==> src/rtl/branch_predict_unit_if.sv <==
// Decode/fetch-side signal bundle for the branch predictor.
// The master side is the pipeline; the slave side is the predictor.
interface branch_predict_unit_if;
   logic [31:0] pcF;
   logic        predTakenF;
   logic        validD;
   logic        stallD;
   logic [31:0] pcD;
   logic [31:0] instrD;
   logic [31:0] a;
   logic [31:0] b;
   logic        predTakenD;
   logic        isBranchD;
   logic        takenD;
   logic        mispredictD;
   logic        isSaveReg31;
   logic        isSaveReg;
   logic        isJumpToReg;
   logic [31:0] branchCnt;
   logic [31:0] missCnt;

   modport master (
      output pcF, validD, stallD, pcD, instrD, a, b, predTakenD,
      input  predTakenF, isBranchD, takenD, mispredictD, isSaveReg31, isSaveReg, isJumpToReg,
             branchCnt, missCnt
   );

   modport slave (
      input  pcF, validD, stallD, pcD, instrD, a, b, predTakenD,
      output predTakenF, isBranchD, takenD, mispredictD, isSaveReg31, isSaveReg, isJumpToReg,
             branchCnt, missCnt
   );
endinterface

==> src/rtl/branch_predict_unit.sv <==
// Bimodal branch predictor: saturating-counter table read in fetch, resolved and
// trained in decode, with MIPS branch/jump decode and hit/miss statistics.
module branch_predict_unit #(
   parameter int unsigned BHT_DEPTH  = 64,
   parameter int unsigned CNT_W      = 2,
   parameter bit          PREDICT_EN = 1'b1
) (
   input logic                  clk,
   input logic                  rst,
   branch_predict_unit_if.slave bus
);
   localparam int unsigned IDXW = $clog2(BHT_DEPTH);
   localparam logic [CNT_W-1:0] CNT_MAX  = '1;
   localparam logic [CNT_W-1:0] CNT_INIT = CNT_W'((32'd1 << (CNT_W - 1)) - 32'd1);

   logic [CNT_W-1:0] r_table [BHT_DEPTH];
   logic [31:0]      r_branch_cnt;
   logic [31:0]      r_miss_cnt;

   logic [5:0]      w_op;
   logic [4:0]      w_rt;
   logic [5:0]      w_funct;
   logic            w_br_op;
   logic            w_cond;
   logic            w_is_branch;
   logic            w_taken;
   logic            w_mispredict;
   logic            w_special;
   logic            w_save31;
   logic            w_update;
   logic [IDXW-1:0] w_idx_f;
   logic [IDXW-1:0] w_idx_d;
   logic [CNT_W-1:0] w_cnt_cur;
   logic [CNT_W-1:0] w_cnt_nxt;
   logic            w_unused;

   assign w_op    = bus.instrD[31:26];
   assign w_rt    = bus.instrD[20:16];
   assign w_funct = bus.instrD[5:0];
   assign w_idx_f = bus.pcF[IDXW+1:2];
   assign w_idx_d = bus.pcD[IDXW+1:2];

   always_comb begin
      w_br_op = 1'b0;
      w_cond  = 1'b0;
      case (w_op)
         6'b000100: begin w_br_op = 1'b1; w_cond = (bus.a == bus.b); end
         6'b000101: begin w_br_op = 1'b1; w_cond = (bus.a != bus.b); end
         6'b000110: begin w_br_op = 1'b1; w_cond = bus.a[31] | (bus.a == 32'd0); end
         6'b000111: begin w_br_op = 1'b1; w_cond = ~bus.a[31] & (bus.a != 32'd0); end
         // REGIMM: rt[0] selects BGEZ-family vs BLTZ-family
         6'b000001: begin w_br_op = 1'b1; w_cond = w_rt[0] ? ~bus.a[31] : bus.a[31]; end
         default:   begin w_br_op = 1'b0; w_cond = 1'b0; end
      endcase
   end

   assign w_is_branch  = bus.validD & w_br_op;
   assign w_taken      = w_is_branch & w_cond;
   assign w_mispredict = w_is_branch & (w_taken != bus.predTakenD);
   assign w_special    = (w_op == 6'b000000);
   assign w_save31     = bus.validD & ((w_op == 6'b000011) | ((w_op == 6'b000001) & w_rt[4]));
   assign w_update     = w_is_branch & ~bus.stallD;

   assign bus.isBranchD   = w_is_branch;
   assign bus.takenD      = w_taken;
   assign bus.mispredictD = w_mispredict;
   assign bus.isSaveReg31 = w_save31;
   assign bus.isSaveReg   = w_save31 | (bus.validD & w_special & (w_funct == 6'b001001));
   assign bus.isJumpToReg = bus.validD & w_special &
                            ((w_funct == 6'b001000) | (w_funct == 6'b001001));
   assign bus.predTakenF  = PREDICT_EN ? r_table[w_idx_f][CNT_W-1] : 1'b0;
   assign bus.branchCnt   = r_branch_cnt;
   assign bus.missCnt     = r_miss_cnt;

   assign w_cnt_cur = r_table[w_idx_d];

   always_comb begin
      w_cnt_nxt = w_cnt_cur;
      if (w_taken && (w_cnt_cur != CNT_MAX)) begin
         w_cnt_nxt = w_cnt_cur + 1'b1;
      end else if (!w_taken && (w_cnt_cur != '0)) begin
         w_cnt_nxt = w_cnt_cur - 1'b1;
      end
   end

   // Table stays frozen at its reset value when dynamic prediction is disabled
   always_ff @(posedge clk or posedge rst) begin
      if (rst) begin
         for (int unsigned i = 0; i < BHT_DEPTH; i++) begin
            r_table[i] <= CNT_INIT;
         end
      end else if (w_update && PREDICT_EN) begin
         r_table[w_idx_d] <= w_cnt_nxt;
      end
   end

   always_ff @(posedge clk or posedge rst) begin
      if (rst) begin
         r_branch_cnt <= '0;
         r_miss_cnt   <= '0;
      end else if (w_update) begin
         if (r_branch_cnt != 32'hFFFF_FFFF) begin
            r_branch_cnt <= r_branch_cnt + 32'd1;
         end
         if (w_mispredict && (r_miss_cnt != 32'hFFFF_FFFF)) begin
            r_miss_cnt <= r_miss_cnt + 32'd1;
         end
      end
   end

   assign w_unused = ^{bus.instrD[25:21], bus.instrD[15:6], bus.pcF[31:IDXW+2], bus.pcF[1:0],
                       bus.pcD[31:IDXW+2], bus.pcD[1:0]};
endmodule

==> src/flat_wrapper.sv <==
// flat-port wrapper written by rule: the top's interface ports become plain ports
module branch_predict_unit_flat 
#(
   parameter int unsigned BHT_DEPTH  = 64,
   parameter int unsigned CNT_W      = 2,
   parameter bit          PREDICT_EN = 1'b1
)
  (clk, rst, bus_pcF, bus_validD, bus_stallD, bus_pcD, bus_instrD, bus_a, bus_b, bus_predTakenD, bus_predTakenF, bus_isBranchD, bus_takenD, bus_mispredictD, bus_isSaveReg31, bus_isSaveReg, bus_isJumpToReg, bus_branchCnt, bus_missCnt);
  branch_predict_unit_if bus_i ();
  input logic clk;
  input logic rst;
  input wire logic [$bits(bus_i.pcF)-1:0] bus_pcF;
  input wire logic [$bits(bus_i.validD)-1:0] bus_validD;
  input wire logic [$bits(bus_i.stallD)-1:0] bus_stallD;
  input wire logic [$bits(bus_i.pcD)-1:0] bus_pcD;
  input wire logic [$bits(bus_i.instrD)-1:0] bus_instrD;
  input wire logic [$bits(bus_i.a)-1:0] bus_a;
  input wire logic [$bits(bus_i.b)-1:0] bus_b;
  input wire logic [$bits(bus_i.predTakenD)-1:0] bus_predTakenD;
  output wire logic [$bits(bus_i.predTakenF)-1:0] bus_predTakenF;
  output wire logic [$bits(bus_i.isBranchD)-1:0] bus_isBranchD;
  output wire logic [$bits(bus_i.takenD)-1:0] bus_takenD;
  output wire logic [$bits(bus_i.mispredictD)-1:0] bus_mispredictD;
  output wire logic [$bits(bus_i.isSaveReg31)-1:0] bus_isSaveReg31;
  output wire logic [$bits(bus_i.isSaveReg)-1:0] bus_isSaveReg;
  output wire logic [$bits(bus_i.isJumpToReg)-1:0] bus_isJumpToReg;
  output wire logic [$bits(bus_i.branchCnt)-1:0] bus_branchCnt;
  output wire logic [$bits(bus_i.missCnt)-1:0] bus_missCnt;
  assign bus_i.pcF = bus_pcF;
  assign bus_i.validD = bus_validD;
  assign bus_i.stallD = bus_stallD;
  assign bus_i.pcD = bus_pcD;
  assign bus_i.instrD = bus_instrD;
  assign bus_i.a = bus_a;
  assign bus_i.b = bus_b;
  assign bus_i.predTakenD = bus_predTakenD;
  assign bus_predTakenF = bus_i.predTakenF;
  assign bus_isBranchD = bus_i.isBranchD;
  assign bus_takenD = bus_i.takenD;
  assign bus_mispredictD = bus_i.mispredictD;
  assign bus_isSaveReg31 = bus_i.isSaveReg31;
  assign bus_isSaveReg = bus_i.isSaveReg;
  assign bus_isJumpToReg = bus_i.isJumpToReg;
  assign bus_branchCnt = bus_i.branchCnt;
  assign bus_missCnt = bus_i.missCnt;
  branch_predict_unit #(.BHT_DEPTH(BHT_DEPTH), .CNT_W(CNT_W), .PREDICT_EN(PREDICT_EN)) u_core (.clk(clk), .rst(rst), .bus(bus_i));
endmodule
==> config.mk <==
export PLATFORM = sky130hd
export DESIGN_NAME = branch_predict_unit_flat
export DESIGN_NICKNAME = d
export VERILOG_FILES = /design/src/rtl/branch_predict_unit_if.sv /design/src/rtl/branch_predict_unit.sv /design/src/flat_wrapper.sv
export SDC_FILE = /design/constraint.sdc
export NUM_CORES = 1
export LEC_CHECK = 0
export CORE_MARGIN = 2
export CORE_UTILIZATION = 39
export DETAILED_ROUTE_END_ITERATION = 10
export GPL_TIMING_DRIVEN = 0
export PLACE_DENSITY = 0.73
export SLEW_MARGIN = 30
export SYNTH_ARGS = -nofsm -noshare
export SYNTH_HDL_FRONTEND = slang
export SYNTH_SLANG_ARGS = --single-unit
==> constraint.sdc <==
create_clock -name clk -period 17.1 [get_ports clk]
set_clock_uncertainty 0.05 [all_clocks]
set_input_delay 2.565 -clock clk [delete_from_list [all_inputs] [get_ports clk]]
set_output_delay 2.565 -clock clk [all_outputs]
set_load 0.03 [all_outputs]
Word-level counts from Yosys, hierarchy flattened
Index checks and enable logic that the tools add are counted.

operators by class
  add/sub/neg operators = 4
  $mul = 0
  divide/modulo/power cells = 0
  order comparisons = 3
  equality and inequality tests = 14
  shift operators = 0
  multiplexer cells = 14
  bitwise gates (word level) = 18
  reductions and logical operators = 12

operator list
  cell                                                                           number
  128-bit bitwise mux                                                            1
  32-bit by 1-bit adder with 32-bit output (second input constant)               2
  32-bit inequality test (second input constant)                                 2
  32-bit == test                                                                 1
  32-bit zero test                                                               1
  32-bit inequality test                                                         1
  32-bit nonzero test                                                            1
  2-bit binary-select mux with 6-bit select                                      2
  6-bit by 3-bit == test with 1-bit output (second input constant)               4
  7-bit >= comparator (second input constant)                                    2
  2-bit 2-to-1 mux                                                               7
  6-bit inverter with 7-bit output                                               2
  2-bit demux with 6-bit select                                                  1
  6-bit by 4-bit == test with 1-bit output (second input constant)               2
  1-bit AND                                                                      10
  7-bit by 1-bit less-than comparator with 1-bit output (second input constant)  1
  6-bit by 1-bit == test with 1-bit output (second input constant)               1
  6-bit by 2-bit == test with 1-bit output (second input constant)               1
  6-bit zero test                                                                1
  1-bit one-hot mux with 5 select lines                                          1
  5-bit OR reduction                                                             1
  1-bit logical AND                                                              4
  1-bit bitwise OR                                                               4
  2-bit AND reduction                                                            2
  8 further kinds                                                                10

word-level totals
  bits in registers = 192
  latch bits = 0
  bits in writable memories = 0
  bits in read-only memories = 0
  bits of input ports = 165
  output and inout port bits = 71
  logic and storage cells = 131
  memories kept = 0

Depth between registers and ports, before layout
Gate-level depths: netlist of the first run.

  depth after elaboration = 10
  gate-level depth with buffers = 15
  mapped depth without buffers = 12

Worst setup path before layout of the first run
Ideal clock, no wire load.

  path type = input -> output
  start = input bus_pcF[2]
  end = output bus_predTakenF
  arrival = 5.060 ns
  data required time = 14.485 ns
  path slack = 9.425 ns
  stages on the path = 5
  path buffers = 2
  cells stage by stage = clkbuf_1 -> buf_1 -> mux4_2 -> mux4_2 -> mux4_2

between the ends
  cells in the longest elaborated chain, start to end = 4

ends and longest elaborated chain
  element                                                 RTL line                   source
  from (decl)                                             flat_wrapper.sv:12         input wire logic [$bits(bus_i.pcF)-1:0] bus_pcF;
  6-bit inverter with 7-bit output (implied by the code)  branch_predict_unit.sv:71  assign bus.predTakenF = PREDICT_EN ? r_table[w_idx_f][CNT_W-1] : 1'b0;
  2-bit binary-select mux with 6-bit select               branch_predict_unit.sv:71
  2-bit 2-to-1 mux (implied by the code) (2 in a row)     branch_predict_unit.sv:71
  to (decl)                                               flat_wrapper.sv:20         output wire logic [$bits(bus_i.predTakenF)-1:0] bus_predTakenF;

Every way passes these cells. The select of a mux whose other input is x is not followed.

Final worst setup path of the first run
  start = input bus_a[26]
  end = output bus_mispredictD

between the ends
  cells in the longest elaborated chain, start to end = 6
  elaborated cells on any way between the ends = 10
  classes of those cells = 3 x eq/ne; 1 x mux; 4 x bitwise; 2 x reduce/logical

ends and longest elaborated chain
  element                                                         RTL line                                              source
  from (decl)                                                     flat_wrapper.sv:17                                    input wire logic [$bits(bus_i.a)-1:0] bus_a;
  32-bit nonzero test / 32-bit zero test (equally long branches)  branch_predict_unit.sv:50, branch_predict_unit.sv:49
  1-bit AND / 1-bit bitwise OR (equally long branches)            branch_predict_unit.sv:50, branch_predict_unit.sv:49
  1-bit one-hot mux with 5 select lines (*)                       branch_predict_unit.sv:46                             case (w_op)
  1-bit AND (*)                                                   branch_predict_unit.sv:58                             assign w_taken = w_is_branch & w_cond;
  1-bit inequality test (*)                                       branch_predict_unit.sv:59                             assign w_mispredict = w_is_branch & (w_taken != bus.predTakenD);
  1-bit AND (*)                                                   branch_predict_unit.sv:59
  to (decl)                                                       flat_wrapper.sv:23                                    output wire logic [$bits(bus_i.mispredictD)-1:0] bus_mispredictD;

Every way passes the cells marked *; elsewhere a longest branch is shown, timed or not.

==> summary.md, run 1 <==
| Metric | Value |
|---|---|
| Post-place setup slack | 8.207 ns |
| Detailed placer's ending HPWL | 21600 um |
| Die height | 170.8 um |
| Worst endpoint data arrival time | 6.38 ns |
| Summed negative setup slack over all endpoints | 0 ns |
| Largest net degree at the start of global routing | 82 |
| PwrDens | 71.21 nW/um2 |
| Classification of the worst setup path | input pin to output port |
| Core Area | 27630 um2 |
| Weighted congestion reported at the end of routability-driven placement | 0.9059 |
| Count of hold buffers inserted by post-cts repair | 0 |
| Global-route usage over all layers | 0.2112 |
| Data required time at the worst endpoint | 14.49 ns |
| Fraction of synthesized cell area taken by the top area cell type | 0.2951 |
| Cell family contributing the most delay on the critical path | buffers and inverters |
| Vias in the first global route | 8485 |
| Worst path setup slack after routing | 8.109 ns |
| Number of placed I/O pins | 236 |
| FP Rows | 61 |
| Fraction of final layout cells sized beyond drive strength 1 | 0.2904 |
| Overall Power | 0.9721 mW |
| Worst Hold Margin | 0.4368 ns |
| Flop pwr share | 0.478 |
| Category of the worst setup path capture point | output port |
| Final core occ | 0.4941 |
| Count of vias placed by the detailed router | 8281 |
| Worst min path class | flip-flop to flip-flop |
| Mapped Nets | 1070 |
| Clock slew at the register clock pins of the worst setup and hold paths | 0.09 ns |
| Top_reg_cell synth | sky130_fd_sc_hd__dfrtp_1 |
| RSZ-0062 raised after global routing | no |
| Met3 Track Usage GR | 0.03886 |
| Cell count after synthesis | 901 |
| Starting density of the core | 0.3929 |
| Cell-internal power | 0.7173 mW |
| Met1 usage in global routing | 0.2931 |
| Part of the total power dissipated in the clock network | 0.413 |
| Post-synthesis cell type count | 63 |
| Switching power summed over all nets | 0.2547 mW |
| Total clock buffers created by CTS | 17 |
| Number of buffers and inverters on the critical path | 4 |
| Slew headroom | 0.3368 |
| Yosys top cell by area | sky130_fd_sc_hd__dfrtp_1 |
| Depth of the CTS H-tree | 4 |
| Routed WL per cell | 20.16 um |
| Overflow left after global routing | 0 |
| Share of the yosys chip area belonging to registers | 0.4500 |
| Number of antenna violations at the first check in global routing | 0 |
| Cells traversed along the worst timing path | clkdlybuf4s50_1 > xor2_1 > nor4_1 > nand4_1 > nor2_2 > mux2_2 > nand3_1 > clkbuf_1 > clkbuf_1 > a21oi_1 > clkdlybuf4s50_1 |
| Die X-Extent | 170.8 um |
| First element of the critical path | bus_a[26] |
| Source-to-sink clock delay at the later pin of the worst-skew pair | 0.45 ns |
| Clock tree from TritonCTS | done |
| Sum of routed wire length over all layers | 29830 um |
| Gates resized, CTS repair | 0 |
| Sinks on the clock net | 192 |
| Number of detailed-routing iterations run before antenna repair | 5 |
| Net count of the finished layout | 1258 |
| Peak fanout along the critical path | 10 |
| Share of total power consumed by net switching | 0.2621 |
| Combinational fraction of design power | 0.109 |
| Initial detailed-routing violation count | 657 |
| Global routing's busiest layer | met2 |
| Startpoint kind of the worst setup timing path | input pin |
| Cell area after synthesis | 10860 um2 |
| Area growth from synthesis to layout | 25.76% |
| EDFF count, synth | 0 |
| Peak Freq | 111.2 MHz |
| Number of warnings printed during yosys synthesis | 0 |
| Endpoints failing setup | 0 |
| Number of slew-limit violations in the final report | 0 |
| Setup Fix Bufs, Post-CTS | 0 |
| Global-route met2 utilization | 0.3392 |
| Clock buffer depth | 2 |
| Main area contributors after synthesis | sky130_fd_sc_hd__dfrtp_1 (30%), sky130_fd_sc_hd__dfstp_2 (15%), sky130_fd_sc_hd__mux2_2 (14%), sky130_fd_sc_hd__mux4_2 (8.3%), sky130_fd_sc_hd__xor2_1 (5.3%) |
| Post-synthesis sequential element count | 192 |
| Post-detailed-route via-to-cell ratio | 5.595 |
| Critical R2R Launch | u_core.r_table[124] |
| Antenna diode instance count | 0 |
| Peak supply drop | 49.09 uV |
| Remaining DRCs | 0 |
| Worst Tran Pin Value | 0.9926 ns |
| Ratio of final minimum period to clock period | 0.5258 |
| Outcome | finished, final reports clean |
| Final Hold Vio Count | 0 |
| Post-synth ARST share | 1.000 |
| Final min period | 8.991 ns |
| Clock tree root driver cell | sky130_fd_sc_hd__clkbuf_16 |
| Global-route wire length before repair | 47420 um |
| P_leak | 5.747 nW |
| Slowest cell on the critical path | sky130_fd_sc_hd__clkdlybuf4s50_1 |
| Worst hold path startpoint | u_core.bus.missCnt[10] |
| Area enclosed by the die boundary | 29180 um2 |
| Worst stage delay on the critical path | 0.62 ns |
| Antenna-violating nets left | 0 |
| Number of port buffers | 162 |
| Reported max-cap violation count | 0 |
| Average cell area after synthesis | 12.05 um2 |
[per-layer routing]
| layer | vias to the layer above | wire length (um) |
|---|---|---|
| li1 | 3726 | - |
| met1 | 4195 | 13070 |
| met2 | 303 | 14410 |
| met3 | 57 | 1728 |
| met4 | 0 | 621 |
| met5 | - | 0 |
[cell usage in the layout (no fill, tap or decap), types with 5 or more instances in the layout]
cell                              Yosys  routed
sky130_fd_sc_hd__a2111oi_0           12      12
sky130_fd_sc_hd__a211oi_1             8       8
sky130_fd_sc_hd__a21oi_1             15      15
sky130_fd_sc_hd__and2_1               7       7
sky130_fd_sc_hd__and3_1              17      17
sky130_fd_sc_hd__and4_1               7       7
sky130_fd_sc_hd__buf_1                5       5
sky130_fd_sc_hd__buf_2               13      17
sky130_fd_sc_hd__buf_6                9       9
sky130_fd_sc_hd__clkbuf_1            20      21
sky130_fd_sc_hd__clkbuf_16            0      17
sky130_fd_sc_hd__clkdlybuf4s50_1      0     162
sky130_fd_sc_hd__dfrtp_1            128     128
sky130_fd_sc_hd__dfstp_2             64      64
sky130_fd_sc_hd__inv_1                8       7
sky130_fd_sc_hd__mux2_2             134     134
sky130_fd_sc_hd__mux2i_1              9       9
sky130_fd_sc_hd__mux4_1               8       8
sky130_fd_sc_hd__mux4_2              40      40
sky130_fd_sc_hd__nand2_1             75      75
sky130_fd_sc_hd__nand3_1             45      45
sky130_fd_sc_hd__nand4_1             22      22
sky130_fd_sc_hd__nor2_1              51      51
sky130_fd_sc_hd__nor3_1              11      10
sky130_fd_sc_hd__nor4_1              19      17
sky130_fd_sc_hd__xnor2_1             29      29
sky130_fd_sc_hd__xor2_1              66      66
[synthesized netlist by cell type (5+ instances only)]
master	number
sky130_fd_sc_hd__mux4_1	8
sky130_fd_sc_hd__and2_1	7
sky130_fd_sc_hd__nand3_1	45
sky130_fd_sc_hd__buf_6	9
sky130_fd_sc_hd__and4_1	7
sky130_fd_sc_hd__mux2_2	134
sky130_fd_sc_hd__buf_2	13
sky130_fd_sc_hd__mux4_2	40
sky130_fd_sc_hd__inv_1	8
sky130_fd_sc_hd__nand4_1	22
sky130_fd_sc_hd__nor4_1	19
sky130_fd_sc_hd__nand2_1	75
sky130_fd_sc_hd__xor2_1	66
sky130_fd_sc_hd__nor3_1	11
sky130_fd_sc_hd__xnor2_1	29
sky130_fd_sc_hd__dfstp_2	64
sky130_fd_sc_hd__buf_1	5
sky130_fd_sc_hd__a211oi_1	8
sky130_fd_sc_hd__clkbuf_1	20
sky130_fd_sc_hd__and3_1	17
sky130_fd_sc_hd__nor2_1	51
sky130_fd_sc_hd__nor3b_1	6
sky130_fd_sc_hd__mux2i_1	9
sky130_fd_sc_hd__a2111oi_0	12
sky130_fd_sc_hd__a21oi_1	15
sky130_fd_sc_hd__dfrtp_1	128
[path summary, 6_finish.rpt]
kind / slack [ns] / depth (start not counted) / endpoint
hold / removal: 0.44 / 1 / u_core.bus.missCnt[10]
max in group asynchronous: 13.40 / 4 / u_core.r_table[38]
hold reg to reg: 0.44 / 1 / u_core.bus.missCnt[10]
setup / recovery: 8.11 / 11 / bus_mispredictD
min in group asynchronous: 2.56 / 2 / u_core.bus.missCnt[12]
setup reg to reg: 12.77 / 13 / u_core.r_table[109]
[area by class of cell]
cell class                 instances  area [um2]
buffer                            49       275.3
clock buffer                      19       442.9
clock inverter                    13       141.4
fill                            2482       13980
inverter                           8       37.54
multi-input combinational        652        5693
sequential                       192        4885
tap                              378       473.0
timing repair buffer             169        1704
[power by group through the flow]
| stage | Sequential [mW] | Clock (mW) | Combinational [mW] |
|---|---|---|---|
| CTS | 0.465 | 0.408 | 0.106 |
| finish | 0.465 | 0.401 | 0.106 |
| global route | 0.466 | 0.428 | 0.114 |
| global placement | 0.473 | 0 | 0.102 |
| detailed placement | 0.473 | 0 | 0.105 |
| floorplan | 0.480 | 0 | 0.0453 |
[worst reg2reg max path, stage by stage, from the launching register on]
cell and delay [ns]:
sky130_fd_sc_hd__dfstp_2 0.37, sky130_fd_sc_hd__mux4_1 0.50, sky130_fd_sc_hd__mux2i_1 0.22, sky130_fd_sc_hd__o211ai_1 0.17, sky130_fd_sc_hd__a2111oi_4 0.47, sky130_fd_sc_hd__and2_4 0.24
sky130_fd_sc_hd__inv_1 0.05, sky130_fd_sc_hd__ha_1 0.25, sky130_fd_sc_hd__nor4_1 0.31, sky130_fd_sc_hd__mux2i_1 0.16, sky130_fd_sc_hd__and3_1 0.22, sky130_fd_sc_hd__a22oi_2 0.53
sky130_fd_sc_hd__clkbuf_1 0.47, sky130_fd_sc_hd__mux2_2 0.25
[registers in the layout (all words and copies together), names as in the netlist]
name,count
u_core.r_table,128
u_core.bus.branchCnt,32
u_core.bus.missCnt,32
[metrics by stage]
step	std cells	area [um2]
floorplan	901	10860
global placement	1441	12950
detailed placement	1448	13060
CTS	1480	13650
global route	1480	13650
finish	1480	13650
[cell families (layout without fill, tap and decap cells)]
family / Yosys count / count (layout) / share of synthesized area
compound gates: 67 / 67 / 0.04841
xor+xnor: 95 / 95 / 0.07665
fa+ha+maj: 4 / 4 / 0.004611
buf+inv: 57 / 258 / 0.02812
flops: 192 / 192 / 0.4500
mux: 194 / 194 / 0.2528
simple gates: 292 / 292 / 0.1395
Note: power is estimated with default switching activity, not from simulation.
==> run 2: changes to the inputs <==
--- a/config.mk
+++ b/config.mk
@@ -9,7 +9,7 @@
 export CORE_UTILIZATION = 39
 export DETAILED_ROUTE_END_ITERATION = 10
 export GPL_TIMING_DRIVEN = 0
-export PLACE_DENSITY = 0.73
+export PLACE_DENSITY = 0.76
 export SLEW_MARGIN = 30
 export SYNTH_ARGS = -nofsm -noshare
 export SYNTH_HDL_FRONTEND = slang
==> constraint.sdc (replaced) <==
create_clock -name clk -period 7.4 [get_ports clk]
set_clock_uncertainty 0.05 [all_clocks]
set_input_delay 1.11 -clock clk [delete_from_list [all_inputs] [get_ports clk]]
set_output_delay 1.11 -clock clk [all_outputs]
set_load 0.03 [all_outputs]
==> run 2 against run 1 <==
Effect of this change: via count rose by 1.6%; worst setup slack worse by 6.9 ns; critical path depth unchanged; non-clock buffer count unchanged; highest routed layer is now met5; hold slack improved by 0.0065 ns; sequential share of layout area down 0.056 points; count of clock-buffer cells in the layout shrank 2; register-to-register slack worse by 9.7 ns.
==> summary.md, run 2 (synthesis results as in run 1) <==
| Metric | Value |
|---|---|
| Outcome | finished, final reports clean (unchanged) |
| Reported max-cap violation count | 0 (unchanged) |
| Register with the most flip-flops | u_core.r_table (unchanged) |
| Number of antenna violations at the first check in global routing | 1 (was 0) |
| Commonest non-fill, non-tap cell in the layout | sky130_fd_sc_hd__clkdlybuf4s50_1 (unchanged) |
| Initial detailed-routing violation count | 717 (was 657) |
| Worst path setup slack after routing | 1.253 ns (was 8.109 ns) |
| Clock tree root driver cell | sky130_fd_sc_hd__clkbuf_16 (unchanged) |
| P_leak | 5.762 nW (was 5.747 nW) |
| Final Hold Vio Count | 0 (unchanged) |
| Worst endpoint data arrival time | 4.99 ns (was 6.38 ns) |
| Area growth from synthesis to layout | 25.96% (was 25.76%) |
| Gates resized, CTS repair | 0 (unchanged) |
| Global-route usage over all layers | 0.2114 (was 0.2112) |
| Weighted congestion reported at the end of routability-driven placement | 0.9088 (was 0.9059) |
| Summed negative setup slack over all endpoints | 0 ns (unchanged) |
| Number of port buffers | 162 (unchanged) |
| Clock tree from TritonCTS | done (unchanged) |
| Overflow left after global routing | 0 (unchanged) |
| Startpoint kind of the worst setup timing path | input pin (unchanged) |
| Peak fanout along the critical path | 10 (unchanged) |
| Vias in the first global route | 8709 (was 8485) |
| Cell area after placement | 13070 um2 (was 13060 um2) |
| Post-detailed-route via-to-cell ratio | 5.682 (was 5.595) |
| Worst reg-to-reg setup slack | 3.09 ns (was 12.77 ns) |
| Data required time at the worst endpoint | 6.24 ns (was 14.49 ns) |
| Peak supply drop | 153.0 uV (was 49.09 uV) |
| PwrDens | 165.7 nW/um2 (was 71.21 nW/um2) |
| FP Rows | 61 (unchanged) |
| Antenna-violating nets left | 0 (unchanged) |
| Max FFs per register | 128 (unchanged) |
| Slew headroom | 0.3414 (was 0.3368) |
| Classification of the worst setup path | input pin to output port (unchanged) |
| Endpoints failing setup | 0 (unchanged) |
| Sinks on the clock net | 192 (unchanged) |
| Remaining DRCs | 0 (unchanged) |
| Detailed placer's ending HPWL | 21750 um (was 21600 um) |
| Sum of routed wire length over all layers | 29900 um (was 29830 um) |
| Worst Hold Margin | 0.4433 ns (was 0.4368 ns) |
| Die X-Extent | 170.8 um (unchanged) |
| Routed WL per cell | 20.20 um (was 20.16 um) |
| Global-route wire length before repair | 47650 um (was 47420 um) |
| Die height | 170.8 um (unchanged) |
| Depth of the CTS H-tree | 4 (unchanged) |
| Setup Fix Bufs, Post-CTS | 0 (unchanged) |
| Number of detailed-routing iterations run before antenna repair | 5 (unchanged) |
| Net count of the finished layout | 1258 (unchanged) |
| Source-to-sink clock delay at the later pin of the worst-skew pair | 0.44 ns (was 0.45 ns) |
| Number of filler instances in the final layout | 2517 (was 2482) |
| Total placed cells including tap cells | 1448 (unchanged) |
| Count of vias placed by the detailed router | 8410 (was 8281) |
| Area enclosed by the die boundary | 29180 um2 (unchanged) |
| Final standard cell area without fillers | 13670 um2 (was 13650 um2) |
| Final core occ | 0.4949 (was 0.4941) |
| Ratio of final minimum period to clock period | 0.8307 |
| Clock buffer depth | 2 (unchanged) |
| Clock slew at the register clock pins of the worst setup and hold paths | 0.09 ns (about the same) |
| Final non-filler cell total | 1480 (unchanged) |
| Top library cells by usage in the layout, fill and taps aside | sky130_fd_sc_hd__clkdlybuf4s50_1 (162), sky130_fd_sc_hd__mux2_2 (134), sky130_fd_sc_hd__dfrtp_1 (128), sky130_fd_sc_hd__nand2_1 (75), sky130_fd_sc_hd__xor2_1 (66) (unchanged) |
| Antenna diode instance count | 0 (unchanged) |
| Critical R2R Launch | u_core.r_table[116] (was u_core.r_table[124]) |
| Overall Power | 2.266 mW (was 0.9721 mW) |
| Post-place setup slack | 1.304 ns (was 8.207 ns) |
| Core Area | 27630 um2 (unchanged) |
| Count of hold buffers inserted by post-cts repair | 0 (unchanged) |
| Number of slew-limit violations in the final report | 0 (unchanged) |
| Category of the worst setup path capture point | output port (unchanged) |
| Worst Tran Pin Value | 0.9857 ns (was 0.9926 ns) |
| Peak Freq | 162.7 MHz |
| Total clock buffers created by CTS | 17 (unchanged) |
| Starting density of the core | 0.3929 (unchanged) |
| RSZ-0062 raised after global routing | no (unchanged) |
| Final min period | 6.147 ns |
| Worst min path class | flip-flop to flip-flop (unchanged) |
| Number of placed I/O pins | 236 (unchanged) |
| Largest net degree at the start of global routing | 87 (was 82) |
| Fraction of final layout cells sized beyond drive strength 1 | 0.2913 (was 0.2904) |
| First element of the critical path | bus_a[31] (was bus_a[26]) |
| Worst hold path startpoint | u_core.bus.missCnt[6] (was u_core.bus.missCnt[10]) |
[run 2: cell types whose count changed in the layout (fill, tap and decap cells not counted), sizes merged]
cell | previous run | this run
buf | 36 | 35
inv | 15 | 17
clkbuf | 39 | 38
clkinv | 4 | 5
clkinvlp | 1 | 0
[run 2: final cells by class]
cell class                      instances  area (um2)  share of cell area
Inverter                                8       37.54            0.002745
Tap cell                              378       473.0             0.03459
Clock buffer                           17       425.4             0.03111
Multi-Input combinational cell        652        5688              0.4160
Buffer                                 49       276.5             0.02022
Sequential cell                       192        4885              0.3572
Timing Repair Buffer                  169        1707              0.1248
Clock inverter                         15       181.4             0.01327
[run 2: where the power goes]
group          switching [mW]  total [mW]  internal, mW  leakage, nW
Combinational           0.135       0.244         0.109         3.02
Sequential             0.0124        1.07          1.06         2.44
Clock                   0.459       0.948         0.489        0.299
Total                   0.607        2.27          1.66         5.76
[run 2: metal layers]
layer  GRT usage  share of wire  wire length (um)
met2      0.3420           0.48             14370
met3     0.05089          0.076              2271
met1      0.2752           0.41             12260
met4     0.08254          0.033               983
met5           0        0.00043                13
[run 2: critical path, stage by stage]
cell	delay, ns
sky130_fd_sc_hd__clkdlybuf4s50_1	0.56
sky130_fd_sc_hd__xor2_1	0.23
sky130_fd_sc_hd__nor4_1	0.44
sky130_fd_sc_hd__nand4_1	0.19
sky130_fd_sc_hd__nor2_2	0.30
sky130_fd_sc_hd__mux2_2	0.39
sky130_fd_sc_hd__nand3_1	0.18
sky130_fd_sc_hd__clkbuf_1	0.39
sky130_fd_sc_hd__clkbuf_1	0.43
sky130_fd_sc_hd__a21oi_1	0.15
sky130_fd_sc_hd__clkdlybuf4s50_1	0.62
[run 2: final timing paths]
check / end / depth (start not counted)
setup / recovery: bus_mispredictD / 11
setup reg to reg: u_core.r_table[53] / 13
hold / removal: u_core.bus.missCnt[6] / 1
hold reg to reg: u_core.bus.missCnt[6] / 1
min in group asynchronous: u_core.bus.missCnt[16] / 2
max in group asynchronous: u_core.r_table[28] / 4
==> run 3: changes to the inputs <==
--- a/config.mk
+++ b/config.mk
@@ -9,7 +9,7 @@
 export CORE_UTILIZATION = 39
 export DETAILED_ROUTE_END_ITERATION = 10
 export GPL_TIMING_DRIVEN = 0
-export PLACE_DENSITY = 0.76
+export PLACE_DENSITY = 0.73
 export SLEW_MARGIN = 30
 export SYNTH_ARGS = -nofsm -noshare
 export SYNTH_HDL_FRONTEND = slang
==> constraint.sdc (replaced) <==
create_clock -name clk -period 5.95 [get_ports clk]
set_clock_uncertainty 0.05 [all_clocks]
set_input_delay 0.8925 -clock clk [delete_from_list [all_inputs] [get_ports clk]]
set_output_delay 0.8925 -clock clk [all_outputs]
set_load 0.03 [all_outputs]
==> run 3 against run 2 <==
Effect of this change: sequential cell count is the same; global-route usage fell by 0.11 points; first-iteration DRC count increased by 6.3%; non-clock buffer count grew 5; hold slack is essentially flat; clock power up 27%; die area unchanged; design area increased by 0.81%; worst setup slack worse by 0.87 ns; count of clock-buffer cells in the layout grew 1; routed wire length down 1.4%; sequential power rose by 25%.
==> summary.md, run 3 (synthesis results as in run 1) <==
| Metric | Value |
|---|---|
| Worst endpoint data arrival time | 5.89 ns (was 4.99 ns) |
| Cell area after placement | 13160 um2 (was 13070 um2) |
| Critical R2R Launch | u_core.r_table[116] (unchanged) |
| Worst Tran Pin Value | 0.9990 ns (was 0.9857 ns) |
| Commonest non-fill, non-tap cell in the layout | sky130_fd_sc_hd__clkdlybuf4s50_1 (unchanged) |
| Starting density of the core | 0.3929 (unchanged) |
| Count of hold buffers inserted by post-cts repair | 0 (unchanged) |
| Weighted congestion reported at the end of routability-driven placement | 0.9052 (was 0.9088) |
| Post-detailed-route via-to-cell ratio | 5.592 (was 5.682) |
| Worst reg-to-reg setup slack | 1.61 ns (was 3.09 ns) |
| PwrDens | 206.6 nW/um2 (was 165.7 nW/um2) |
| Reported max-cap violation count | 0 (unchanged) |
| P_leak | 5.809 nW (was 5.762 nW) |
| Worst hold path depth | 1 (unchanged) |
| Final Hold Vio Count | 0 (unchanged) |
| RSZ-0062 raised after global routing | no (unchanged) |
| Final min period | 5.569 ns |
| Max FFs per register | 128 (unchanged) |
| Worst flop-to-flop path endpoint | u_core.r_table[13] (was u_core.r_table[53]) |
| Register with the most flip-flops | u_core.r_table (unchanged) |
| Vias in the first global route | 8598 (was 8709) |
| Setup Fix Bufs, Post-CTS | 0 (unchanged) |
| Remaining DRCs | 0 (unchanged) |
| Overflow left after global routing | 0 (unchanged) |
| Logic depth of the worst register-to-register path | 13 (unchanged) |
| Antenna diode instance count | 0 (unchanged) |
| Final standard cell area without fillers | 13780 um2 (was 13670 um2) |
| Number of port buffers | 162 (unchanged) |
| Gates resized, CTS repair | 0 (unchanged) |
| Peak supply drop | 183.1 uV (was 153.0 uV) |
| Source-to-sink clock delay at the later pin of the worst-skew pair | 0.44 ns (about the same) |
| Category of the worst setup path capture point | flip-flop (was output port) |
| Clock buffer depth | 2 (unchanged) |
| Sum of routed wire length over all layers | 29490 um (was 29900 um) |
| Initial detailed-routing violation count | 762 (was 717) |
| Worst min path class | flip-flop to flip-flop (unchanged) |
| Depth of the CTS H-tree | 4 (unchanged) |
| Hold Path Sink | u_core.bus.missCnt[10] (was u_core.bus.missCnt[6]) |
| Post-place setup slack | 0.1217 ns (was 1.304 ns) |
| Global routing's busiest layer | met2 (unchanged) |
| Worst path setup slack after routing | 0.3814 ns (was 1.253 ns) |
| Fraction of final layout cells sized beyond drive strength 1 | 0.2945 (was 0.2913) |
| Detailed placer's ending HPWL | 21630 um (was 21750 um) |
| Global-route usage over all layers | 0.2103 (was 0.2114) |
| FP Rows | 61 (unchanged) |
| Startpoint kind of the worst setup timing path | input pin (unchanged) |
| Sinks on the clock net | 192 (unchanged) |
| Top library cells by usage in the layout, fill and taps aside | sky130_fd_sc_hd__clkdlybuf4s50_1 (162), sky130_fd_sc_hd__mux2_2 (134), sky130_fd_sc_hd__dfrtp_1 (128), sky130_fd_sc_hd__nand2_1 (75), sky130_fd_sc_hd__xor2_1 (66) (unchanged) |
| Peak Freq | 179.6 MHz |
| Met1 usage in global routing | 0.2875 (was 0.2752) |
| Slew headroom | 0.3326 (was 0.3414) |
| Clock tree root driver cell | sky130_fd_sc_hd__clkbuf_16 (unchanged) |
| Summed negative setup slack over all endpoints | 0 ns (unchanged) |
| Count of vias placed by the detailed router | 8304 (was 8410) |
| Core Area | 27630 um2 (unchanged) |
| Net count of the finished layout | 1263 (was 1258) |
| Die X-Extent | 170.8 um (unchanged) |
| Antenna-violating nets left | 0 (unchanged) |
| Number of placed I/O pins | 236 (unchanged) |
| Routed WL per cell | 19.86 um (was 20.20 um) |
| Number of slew-limit violations in the final report | 0 (unchanged) |
| Clock tree from TritonCTS | done (unchanged) |
| Area growth from synthesis to layout | 26.97% (was 25.96%) |
| Endpoints failing setup | 0 (unchanged) |
| Largest net degree at the start of global routing | 32 (was 87) |
| Data required time at the worst endpoint | 6.27 ns (was 6.24 ns) |
| Number of antenna violations at the first check in global routing | 1 (unchanged) |
| Outcome | finished, final reports clean (unchanged) |
| Peak fanout along the critical path | 10 (unchanged) |
| Number of detailed-routing iterations run before antenna repair | 7 (was 5) |
| Ratio of final minimum period to clock period | 0.9359 |
| Classification of the worst setup path | input pin to flip-flop (was input pin to output port) |
| Global-route wire length before repair | 47600 um (was 47650 um) |
| Die height | 170.8 um (unchanged) |
| Worst hold path startpoint | u_core.bus.missCnt[10] (was u_core.bus.missCnt[6]) |
| Area enclosed by the die boundary | 29180 um2 (unchanged) |
| Global-route met2 utilization | 0.3367 (was 0.3420) |
| Number of filler instances in the final layout | 2490 (was 2517) |
| Total clock buffers created by CTS | 17 (unchanged) |
| Clock slew at the register clock pins of the worst setup and hold paths | 0.08 ns (was 0.09 ns) |
| Met3 Track Usage GR | 0.04071 (was 0.05089) |
## run 3: cell count changes in the layout (fill, tap and decap cells not counted), sizes merged
cell | before | now
buf | 35 | 40
clkbuf | 38 | 39
clkinvlp | 0 | 1
inv | 17 | 15
## run 3: critical path: stages
cell and delay (ns):
sky130_fd_sc_hd__clkdlybuf4s50_1 0.49, sky130_fd_sc_hd__buf_4 0.25, sky130_fd_sc_hd__buf_2 0.39, sky130_fd_sc_hd__buf_2 0.38, sky130_fd_sc_hd__mux4_2 0.36, sky130_fd_sc_hd__a22o_1 0.23
sky130_fd_sc_hd__a221oi_1 0.33, sky130_fd_sc_hd__nand4_1 0.28, sky130_fd_sc_hd__ha_1 0.35, sky130_fd_sc_hd__nor4b_1 0.33, sky130_fd_sc_hd__mux2i_1 0.13, sky130_fd_sc_hd__and3_1 0.20
sky130_fd_sc_hd__a22oi_2 0.53, sky130_fd_sc_hd__clkbuf_1 0.46, sky130_fd_sc_hd__mux2_2 0.25
## run 3: cell type report
type                    count  area (um2)  area share
clock buffers              18       439.2     0.03186
multi-input cells         652        5688      0.4127
well taps                 378       473.0     0.03431
flip-flops and latches    192        4885      0.3544
repair buffers            174        1804      0.1309
clock inverters            14       183.9     0.01334
inverters                   8       33.78    0.002451
plain buffers              49       276.5     0.02006
## run 3: layer usage
layer / part of all wire / wire length (um) / up-vias
met1: 0.44 / 12950 / 4160
met5: 0.00044 / 13 / -
met2: 0.47 / 13910 / 325
met4: 0.029 / 863 / 2
li1: - / - / 3742
met3: 0.059 / 1749 / 75
## run 3: where the power goes
part           switching [mW]  leakage (nW)  internal (mW)
combinational           0.169          3.07          0.142
sequential             0.0159          2.44           1.32
clock                   0.579         0.305          0.621
## run 3: per-stage QoR
step	total power, mW	util	hold WS, ns	std cells
floorplan	1.510	-	0.4381	901
global placement	1.653	0.4688	0.4239	1441
detailed placement	1.671	0.4763	0.4262	1453
CTS	2.873	0.4988	0.4458	1485
global route	2.945	0.4989	0.4611	1485
finish	2.848	0.4989	0.4431	1485
## run 3: how the worst max path moves through the flow
stage | endpoint | depth (start not counted) | slack [ns] | startpoint
after floorplan | bus_predTakenF | 5 | 1.62 | bus_pcF[2]
after global placement | u_core.r_table[33] | 15 | 0.20 | bus_pcD[4]
after detailed placement | u_core.r_table[37] | 15 | 0.12 | bus_pcD[4]
after CTS | bus_mispredictD | 11 | 0.48 | bus_a[31]
after global routing | u_core.r_table[5] | 15 | 0.13 | bus_pcD[4]
final | u_core.r_table[13] | 15 | 0.38 | bus_pcD[4]
